[config.mk]
export PLATFORM = sky130hd
export DESIGN_NAME = conv3x3_stream
export DESIGN_NICKNAME = d
export VERILOG_FILES = /design/src/rtl/conv3x3_stream.sv
export SDC_FILE = /design/constraint.sdc
export NUM_CORES = 1
export LEC_CHECK = 0
export ABC_AREA = 0
export BUFFER_PORTS_ARGS = -buffer_cell sky130_fd_sc_hd__buf_2
export CORE_MARGIN = 4
export CORE_UTILIZATION = 40
export CTS_CLUSTER_SIZE = 25
export DETAILED_ROUTE_END_ITERATION = 8
export HOLD_SLACK_MARGIN = 0.03
export PLACE_DENSITY = 0.64
export SYNTH_ARGS = -nofsm -noshare
export SYNTH_HDL_FRONTEND = slang
export SYNTH_SLANG_ARGS = --single-unit
[constraint.sdc]
create_clock -name i_clk -period 7.2 [get_ports i_clk]
set_input_delay 0.36 -clock i_clk [delete_from_list [all_inputs] [get_ports i_clk]]
set_output_delay 0.36 -clock i_clk [all_outputs]
set_load 0.02 [all_outputs]
[src/rtl/conv3x3_stream.sv]
//------------------------------------------------------------------------------
// Module   : conv3x3_stream
// Purpose  : Joins three row streams (rows y-1, y, y+1), applies a runtime
//            selectable 3x3 kernel (bypass / Gaussian / Sobel) across beat
//            boundaries with border replication and emits one filtered row.
// Ports    : i_clk, i_rst                  clock, synchronous active-high reset
//            i_lineN_data_valid/_data      row y-1 / y / y+1 input beats
//            o_lineN_data_ack              common join acknowledge
//            o_data_valid/o_data/i_data_ack filtered output beat handshake
//            i_mode                        0/3 bypass, 1 Gaussian, 2 Sobel
//            i_line_beats                  beats per line (0 behaves as 1)
//            o_busy                        beat held or output pending
// Options  : CONV3X3_SOBEL_EN - when defined mode 2 computes Sobel,
//            otherwise the Sobel datapath is absent and mode 2 is bypass.
// Revision : 1.0 - initial release
//------------------------------------------------------------------------------
`default_nettype none

module conv3x3_stream #(
    parameter int PIX_W = 8,
    parameter int PIX_N = 8,
    parameter int LB_W  = 16
) (
    input  logic                   i_clk,
    input  logic                   i_rst,
    input  logic                   i_line1_data_valid,
    input  logic                   i_line2_data_valid,
    input  logic                   i_line3_data_valid,
    input  logic [PIX_W*PIX_N-1:0] i_line1_data,
    input  logic [PIX_W*PIX_N-1:0] i_line2_data,
    input  logic [PIX_W*PIX_N-1:0] i_line3_data,
    output logic                   o_line1_data_ack,
    output logic                   o_line2_data_ack,
    output logic                   o_line3_data_ack,
    output logic                   o_data_valid,
    output logic [PIX_W*PIX_N-1:0] o_data,
    input  logic                   i_data_ack,
    input  logic [1:0]             i_mode,
    input  logic [LB_W-1:0]        i_line_beats,
    output logic                   o_busy
);

    localparam int DATA_W = PIX_W * PIX_N;
    localparam int ACC_W  = PIX_W + 4;

    localparam logic [1:0]       c_EMPTY   = 2'd0;  // nothing held
    localparam logic [1:0]       c_HOLD    = 2'd1;  // C held, more beats follow in this line
    localparam logic [1:0]       c_LAST    = 2'd2;  // C held and is the last beat of its line
    localparam logic [PIX_W-1:0] c_PIX_MAX = '1;

    logic [1:0]        r_state_q, w_state_d;
    logic [LB_W-1:0]   r_cnt_q, w_cnt_d;
    logic [LB_W-1:0]   r_len_q, w_len_d;
    logic [1:0]        r_mode_q, w_mode_d;
    logic              r_first_q, w_first_d;
    logic [DATA_W-1:0] r_c_q     [3];
    logic [DATA_W-1:0] w_c_d     [3];
    logic [PIX_W-1:0]  r_plast_q [3];
    logic [PIX_W-1:0]  w_plast_d [3];
    logic              r_ovalid_q, w_ovalid_d;
    logic [DATA_W-1:0] r_odata_q, w_odata_d;

    logic [DATA_W-1:0] w_row [3];
    logic [PIX_W-1:0]  w_win [3][PIX_N+2];
    logic [DATA_W-1:0] w_result;
    logic              w_adv, w_accept, w_emit, w_is_last;
    logic [LB_W-1:0]   w_len_in, w_len_cur;

    function automatic logic [PIX_W-1:0] f_gauss(
        input logic [PIX_W-1:0] tl, tc, tr, ml, mc, mr, bl, bc, br);
        logic [ACC_W-1:0] s;
        s = ACC_W'(tl) + ACC_W'(tr) + ACC_W'(bl) + ACC_W'(br)
          + (ACC_W'(tc) << 1) + (ACC_W'(ml) << 1) + (ACC_W'(mr) << 1) + (ACC_W'(bc) << 1)
          + (ACC_W'(mc) << 2) + ACC_W'(8);
        return PIX_W'(s >> 4);
    endfunction

`ifdef CONV3X3_SOBEL_EN
    function automatic logic [PIX_W-1:0] f_sobel(
        input logic [PIX_W-1:0] tl, tc, tr, ml, mr, bl, bc, br);
        logic [ACC_W-1:0] gx, gy, ax, ay, mag;
        // Two's-complement differences; magnitudes stay below 2^(PIX_W+3).
        gx  = (ACC_W'(tr) + (ACC_W'(mr) << 1) + ACC_W'(br))
            - (ACC_W'(tl) + (ACC_W'(ml) << 1) + ACC_W'(bl));
        gy  = (ACC_W'(bl) + (ACC_W'(bc) << 1) + ACC_W'(br))
            - (ACC_W'(tl) + (ACC_W'(tc) << 1) + ACC_W'(tr));
        ax  = gx[ACC_W-1] ? (~gx + ACC_W'(1)) : gx;
        ay  = gy[ACC_W-1] ? (~gy + ACC_W'(1)) : gy;
        mag = ax + ay;
        return (mag > ACC_W'(c_PIX_MAX)) ? c_PIX_MAX : PIX_W'(mag);
    endfunction
`endif

    assign w_row[0] = i_line1_data;
    assign w_row[1] = i_line2_data;
    assign w_row[2] = i_line3_data;

    // Output register is free if empty or being drained this cycle.
    assign w_adv     = !r_ovalid_q || i_data_ack;
    assign w_accept  = i_line1_data_valid && i_line2_data_valid && i_line3_data_valid
                       && w_adv && !i_rst;
    // Line length applies from beat 0, so beat 0 uses the live input value.
    assign w_len_in  = (i_line_beats == '0) ? LB_W'(1) : i_line_beats;
    assign w_len_cur = (r_cnt_q == '0) ? w_len_in : r_len_q;
    assign w_is_last = (r_cnt_q == (w_len_cur - LB_W'(1)));

    // FSM: state register
    always_ff @(posedge i_clk) begin
        if (i_rst) begin
            r_state_q <= c_EMPTY;
        end else begin
            r_state_q <= w_state_d;
        end
    end

    // FSM: next state
    always_comb begin
        w_state_d = r_state_q;
        case (r_state_q)
            c_EMPTY, c_HOLD: begin
                if (w_accept) w_state_d = w_is_last ? c_LAST : c_HOLD;
            end
            c_LAST: begin
                // Flush happens on any adv cycle; a new line may start alongside.
                if (w_accept)   w_state_d = w_is_last ? c_LAST : c_HOLD;
                else if (w_adv) w_state_d = c_EMPTY;
            end
            default: w_state_d = c_EMPTY;
        endcase
    end

    // FSM: outputs
    always_comb begin
        w_emit           = ((r_state_q == c_HOLD) && w_accept) || ((r_state_q == c_LAST) && w_adv);
        o_line1_data_ack = w_accept;
        o_line2_data_ack = w_accept;
        o_line3_data_ack = w_accept;
        o_busy           = (r_state_q != c_EMPTY) || r_ovalid_q;
    end

    // 3 x (PIX_N+2) window around C: replicated or carried left edge,
    // right edge from the incoming beat or replicated at end of line.
    always_comb begin
        for (int r = 0; r < 3; r++) begin
            for (int i = 0; i < PIX_N; i++) begin
                w_win[r][i+1] = r_c_q[r][i*PIX_W +: PIX_W];
            end
            w_win[r][0]       = r_first_q ? r_c_q[r][0 +: PIX_W] : r_plast_q[r];
            w_win[r][PIX_N+1] = (r_state_q == c_LAST) ? r_c_q[r][DATA_W-PIX_W +: PIX_W]
                                                      : w_row[r][0 +: PIX_W];
        end
    end

    always_comb begin
        w_result = '0;
        for (int i = 0; i < PIX_N; i++) begin
            case (r_mode_q)
                2'd1: w_result[i*PIX_W +: PIX_W] = f_gauss(
                          w_win[0][i], w_win[0][i+1], w_win[0][i+2],
                          w_win[1][i], w_win[1][i+1], w_win[1][i+2],
                          w_win[2][i], w_win[2][i+1], w_win[2][i+2]);
`ifdef CONV3X3_SOBEL_EN
                2'd2: w_result[i*PIX_W +: PIX_W] = f_sobel(
                          w_win[0][i], w_win[0][i+1], w_win[0][i+2],
                          w_win[1][i],                w_win[1][i+2],
                          w_win[2][i], w_win[2][i+1], w_win[2][i+2]);
`endif
                default: w_result[i*PIX_W +: PIX_W] = w_win[1][i+1];
            endcase
        end
    end

    // Datapath next-state
    always_comb begin
        w_cnt_d    = r_cnt_q;
        w_len_d    = r_len_q;
        w_mode_d   = r_mode_q;
        w_first_d  = r_first_q;
        w_c_d      = r_c_q;
        w_plast_d  = r_plast_q;
        w_ovalid_d = r_ovalid_q;
        w_odata_d  = r_odata_q;
        if (w_accept) begin
            for (int r = 0; r < 3; r++) begin
                w_c_d[r]     = w_row[r];
                w_plast_d[r] = r_c_q[r][DATA_W-PIX_W +: PIX_W];
            end
            w_first_d = (r_cnt_q == '0);
            w_cnt_d   = w_is_last ? '0 : (r_cnt_q + LB_W'(1));
            if (r_cnt_q == '0) begin
                w_len_d  = w_len_in;
                w_mode_d = i_mode;
            end
        end
        if (w_emit) begin
            w_ovalid_d = 1'b1;
            w_odata_d  = w_result;
        end else if (i_data_ack) begin
            w_ovalid_d = 1'b0;
        end
    end

    always_ff @(posedge i_clk) begin
        if (i_rst) begin
            r_cnt_q    <= '0;
            r_len_q    <= LB_W'(1);
            r_mode_q   <= 2'd0;
            r_first_q  <= 1'b1;
            r_ovalid_q <= 1'b0;
            r_odata_q  <= '0;
            for (int r = 0; r < 3; r++) begin
                r_c_q[r]     <= '0;
                r_plast_q[r] <= '0;
            end
        end else begin
            r_cnt_q    <= w_cnt_d;
            r_len_q    <= w_len_d;
            r_mode_q   <= w_mode_d;
            r_first_q  <= w_first_d;
            r_ovalid_q <= w_ovalid_d;
            r_odata_q  <= w_odata_d;
            r_c_q      <= w_c_d;
            r_plast_q  <= w_plast_d;
        end
    end

    assign o_data_valid = r_ovalid_q;
    assign o_data       = r_odata_q;

endmodule

`default_nettype wire

==> impl_results.rst <==
.. list-table::
   :header-rows: 1

   * - Metric
     - Value
   * - Run status
     - finished, final reports clean
   * - Antenna violation net count after detailed routing
     - 0
   * - Most area-consuming cells after synthesis
     - sky130_fd_sc_hd__fa_1 (30%), sky130_fd_sc_hd__dfxtp_1 (22%), sky130_fd_sc_hd__inv_1 (8.2%), sky130_fd_sc_hd__ha_1 (6.7%), sky130_fd_sc_hd__nand2_1 (4.3%)
   * - Clock latency of the later-clocked register in the worst-skew pair
     - 0.58 ns
   * - Register-to-Register Setup Slack
     - 1.69 ns
   * - Proportion of power drawn by the clock network
     - 0.371
   * - Routed Wire Length
     - 91130 um
   * - # port buffers
     - 284
   * - Worst Hold Class
     - in2reg
   * - Largest clock skew in the final design
     - 0.02351 ns
   * - Arrival time at the worst endpoint
     - 5.99 ns
   * - Average cell area after synthesis
     - 9.023 sq um
   * - Die outline width
     - 274.4 um
   * - Clock slew at the register clock pins of the worst setup and hold paths
     - 0.06 ns
   * - Internal power consumption
     - 4.114 mW
   * - RSZ-0062 raised after global routing
     - no
   * - Kind of end point of the critical path
     - register
   * - CTS Buffer Depth
     - 3
   * - Pre-CTS worst setup slack
     - 1.709 ns
   * - Worst vdd ir
     - 0.1554 mV
   * - Largest fanout on the critical path
     - 25
   * - Routability cong.
     - 0.9339
   * - First-pass GRT wire length
     - 138500 um
   * - Number of antenna violations at the first check in global routing
     - 3
   * - Leading area contributor after synthesis
     - sky130_fd_sc_hd__fa_1
   * - Filler cells
     - 6777
   * - Count of yosys warnings during synthesis
     - 0
   * - Final nets
     - 4290
   * - Net switching fraction of the power
     - 0.3375
   * - Predominant post-synthesis flop cell
     - sky130_fd_sc_hd__dfxtp_1
   * - Clock sink total
     - 318
   * - Count of final setup violators
     - 0
   * - Total die area
     - 0.07531 sq mm
   * - CTS H-tree depth
     - 2
   * - Final setup TNS
     - 0 ns
   * - Signed area change from the synthesized netlist to the final layout
     - 18.23%
   * - Depth of the worst register-to-register path
     - 15
   * - Startpoint types
     - register
   * - Proportion of register bits with asynchronous set or reset after synthesis
     - 0
   * - Combinational cell fraction of total power
     - 0.324
   * - Part of the power in registers
     - 0.306
   * - Static Leakage
     - 15.53 nW
   * - Placeable Area
     - 0.07015 sq mm
   * - Remaining global-route overflow
     - 0
   * - Residual DRC
     - 0
   * - Share of cells above drive strength 1
     - 0.1182
   * - Largest net degree at the start of global routing
     - 183
   * - CTS Root Cell
     - sky130_fd_sc_hd__clkbuf_16
   * - Launch point of the worst hold path
     - i_line2_data[63]
   * - Routed WL per cell
     - 20.40 um
   * - Overall global routing resource usage
     - 0.2428
   * - I/O pin count
     - 285
   * - Post-CTS setup buffer count
     - 0
   * - Synth Register Bits
     - 318
   * - Maximum achievable frequency
     - 181.6 MHz
   * - Seq/Total Area, Yosys
     - 0.2242
   * - Area share of the leading cell type in the synthesized netlist
     - 0.2989
   * - Post-CTS sizing
     - 0
   * - Number of global-route vias before repair
     - 22880
   * - Fraction of the cycle the final worst path needs
     - 0.7648
   * - Synthesized instance count
     - 3147
   * - Count of cell types in the netlist
     - 70
   * - Clock tree from TritonCTS
     - built
   * - Data required time at the worst endpoint
     - 7.69 ns
   * - Hold violation total from the final report
     - 0
   * - Syn Std Cell Area
     - 0.02839 sq mm
   * - Max-slew headroom
     - 0.2003
   * - Detailed-router iteration count before antenna repair
     - 5
   * - Inserted Diodes
     - 0
   * - Number of maximum-capacitance violations
     - 0
   * - 1st-iter DRT viols
     - 1977
   * - Max Transition Viols Final
     - 0
   * - Starting Density
     - 0.4048
   * - CTS buffer count
     - 41
   * - Final worst setup slack
     - 1.693 ns
   * - Height of the chip
     - 274.4 um
   * - Total number of vias
     - 23030
   * - Via density per instance
     - 5.156
   * - Number of enable-type register cells in the synthesized netlist
     - 0
   * - Reg2reg end
     - o_data[7]
   * - Crit path kind
     - reg2reg
   * - Areal power density over the cells
     - 184.9 mW/mm^2
   * - Launch instance of the worst register-to-register path
     - r_first_q
   * - Count of standard-cell rows
     - 97
   * - DPL Wire Length
     - 70580 um
   * - Period minus WS final
     - 5.507 ns
   * - Worst hold stages
     - 3
   * - Switch Pwr
     - 2.095 mW
   * - Mapped Nets
     - 3940
   * - Worst Max-Slew Pin Slew
     - 1.195 ns
   * - Worst hold endpoint
     - r_c_q[127]
[power by group through the flow]
stage	clock network (mW)	logic, mW	registers [mW]
after floorplan	0	1.50	1.89
after global placement	0	1.88	1.94
after detailed placement	0	1.91	1.94
after CTS	2.35	2.00	1.90
after global routing	2.42	2.30	1.90
final	2.30	2.01	1.90
[flip-flops by register name, summed over array words and instances (netlist names)]
| name | flops |
|---|---|
| r_c_q | 192 |
| r_mode_q | 2 |
| r_plast_q | 24 |
| r_state_q | 2 |
| o_data | 64 |
| o_data_valid | 1 |
| r_cnt_q | 16 |
| r_first_q | 1 |
| r_len_q | 16 |
[cells by family after synthesis]
family / after synthesis / synth area share
AND/OR/NAND/NOR: 797 / 0.1362
multiplexers: 52 / 0.01965
AO/OA/AOI/OAI: 566 / 0.1274
flip-flops: 318 / 0.2242
buffers and inverters: 765 / 0.1040
adder cells (fa/ha/maj): 577 / 0.3664
XOR/XNOR: 72 / 0.02221
[cells in the final DEF (no fill, tap or decap), types with 115 or more instances in the layout]
master	n
sky130_fd_sc_hd__inv_1	618
sky130_fd_sc_hd__fa_1	424
sky130_fd_sc_hd__nand2_1	327
sky130_fd_sc_hd__dfxtp_1	318
sky130_fd_sc_hd__buf_2	283
sky130_fd_sc_hd__o21ai_0	157
sky130_fd_sc_hd__dlygate4sd3_1	156
sky130_fd_sc_hd__ha_1	153
sky130_fd_sc_hd__nor2_1	125
sky130_fd_sc_hd__a21oi_1	115
[per-stage QoR]
| stage | hold WS, ns | instance area, sq um | utilization | instances | power [mW] |
|---|---|---|---|---|---|
| 2_1_floorplan | 0.4386 | 28390 | - | 3147 | 3.385 |
| 3_5_place_dp | 0.4757 | 30520 | 0.4351 | 4238 | 3.851 |
| 4_1_cts | 0.03342 | 33570 | 0.4785 | 4467 | 6.248 |
| 5_1_grt | 0.05022 | 33570 | 0.4785 | 4467 | 6.621 |
| 3_3_place_gp | 0.4642 | 30520 | 0.4351 | 4238 | 3.816 |
| 6_report | 0.05928 | 33570 | 0.4785 | 4467 | 6.209 |
[worst max path at each step]
stage	to	start	cells after the start	slack, ns
floorplan	o_data[62]	r_state_q[0]	18	2.07
global placement	o_data[7]	r_first_q	15	1.81
detailed placement	o_data[7]	r_first_q	15	1.71
CTS	o_data[7]	r_first_q	15	1.72
global route	o_data[7]	r_first_q	15	1.42
finish	o_data[7]	r_first_q	15	1.69
[cell type report]
| type | count | area (sq um) | area share |
|---|---|---|---|
| multi-input combinational | 2064 | 19110 | 0.5692 |
| sequential | 318 | 6366 | 0.1896 |
| timing repair buffer | 453 | 3103 | 0.09243 |
| inverter | 619 | 2331 | 0.06944 |
| tap | 940 | 1176 | 0.03504 |
| clock buffer | 52 | 1149 | 0.03422 |
| clock inverter | 21 | 337.8 | 0.01006 |
[critical path, cell delays in order (launching register included)]
cell                       delay (ns)
sky130_fd_sc_hd__dfxtp_1         1.02
sky130_fd_sc_hd__mux2_2          0.44
sky130_fd_sc_hd__fa_1            0.56
sky130_fd_sc_hd__fa_1            0.45
sky130_fd_sc_hd__fa_1            0.54
sky130_fd_sc_hd__inv_1           0.05
sky130_fd_sc_hd__fa_1            0.47
sky130_fd_sc_hd__inv_1           0.04
sky130_fd_sc_hd__ha_1            0.31
sky130_fd_sc_hd__or2_2           0.30
sky130_fd_sc_hd__o31a_1          0.12
sky130_fd_sc_hd__and3_1          0.19
sky130_fd_sc_hd__o31ai_1         0.36
sky130_fd_sc_hd__and3_1          0.21
sky130_fd_sc_hd__o21ai_0         0.07
sky130_fd_sc_hd__a311oi_1        0.29
[Yosys cell counts, types with 7 or more instances]
cell type and count:
sky130_fd_sc_hd__buf_4 7, sky130_fd_sc_hd__mux2i_1 25, sky130_fd_sc_hd__o21a_1 15, sky130_fd_sc_hd__or3_1 22, sky130_fd_sc_hd__xnor2_1 49, sky130_fd_sc_hd__o21bai_1 9, sky130_fd_sc_hd__inv_1 619, sky130_fd_sc_hd__xor2_1 23
sky130_fd_sc_hd__nand2_1 327, sky130_fd_sc_hd__nor2_1 125, sky130_fd_sc_hd__a31oi_1 21, sky130_fd_sc_hd__nand3b_1 22, sky130_fd_sc_hd__buf_1 9, sky130_fd_sc_hd__o31a_1 10, sky130_fd_sc_hd__mux2_2 26, sky130_fd_sc_hd__and3_1 21
sky130_fd_sc_hd__clkbuf_1 115, sky130_fd_sc_hd__nand2b_1 115, sky130_fd_sc_hd__nor2b_1 7, sky130_fd_sc_hd__nor3b_1 11, sky130_fd_sc_hd__buf_2 8, sky130_fd_sc_hd__nor3_1 54, sky130_fd_sc_hd__nor4_1 16, sky130_fd_sc_hd__ha_1 153
sky130_fd_sc_hd__a211oi_1 58, sky130_fd_sc_hd__o31ai_1 107, sky130_fd_sc_hd__a21o_1 15, sky130_fd_sc_hd__nand3_1 27, sky130_fd_sc_hd__nand4_1 14, sky130_fd_sc_hd__dfxtp_1 318, sky130_fd_sc_hd__fa_1 424, sky130_fd_sc_hd__or2_2 7
sky130_fd_sc_hd__a21oi_1 115, sky130_fd_sc_hd__o21ai_0 157, sky130_fd_sc_hd__a311oi_1 17
[per-layer routing]
layer | vias up | share of wire | track usage
met5 | - | 0.00014 | 0
met2 | 803 | 0.47 | 0.3974
met3 | 154 | 0.069 | 0.04130
li1 | 10800 | - | -
met1 | 11280 | 0.43 | 0.3315
met4 | 2 | 0.031 | 0.07138
[what timing repair did]
action	4_1_cts	5_1_grt
setup endpoints to repair	0	0
hold buffers	156	0
endpoints found under the hold margin	156	0
(Power assumes the default switching activity.)
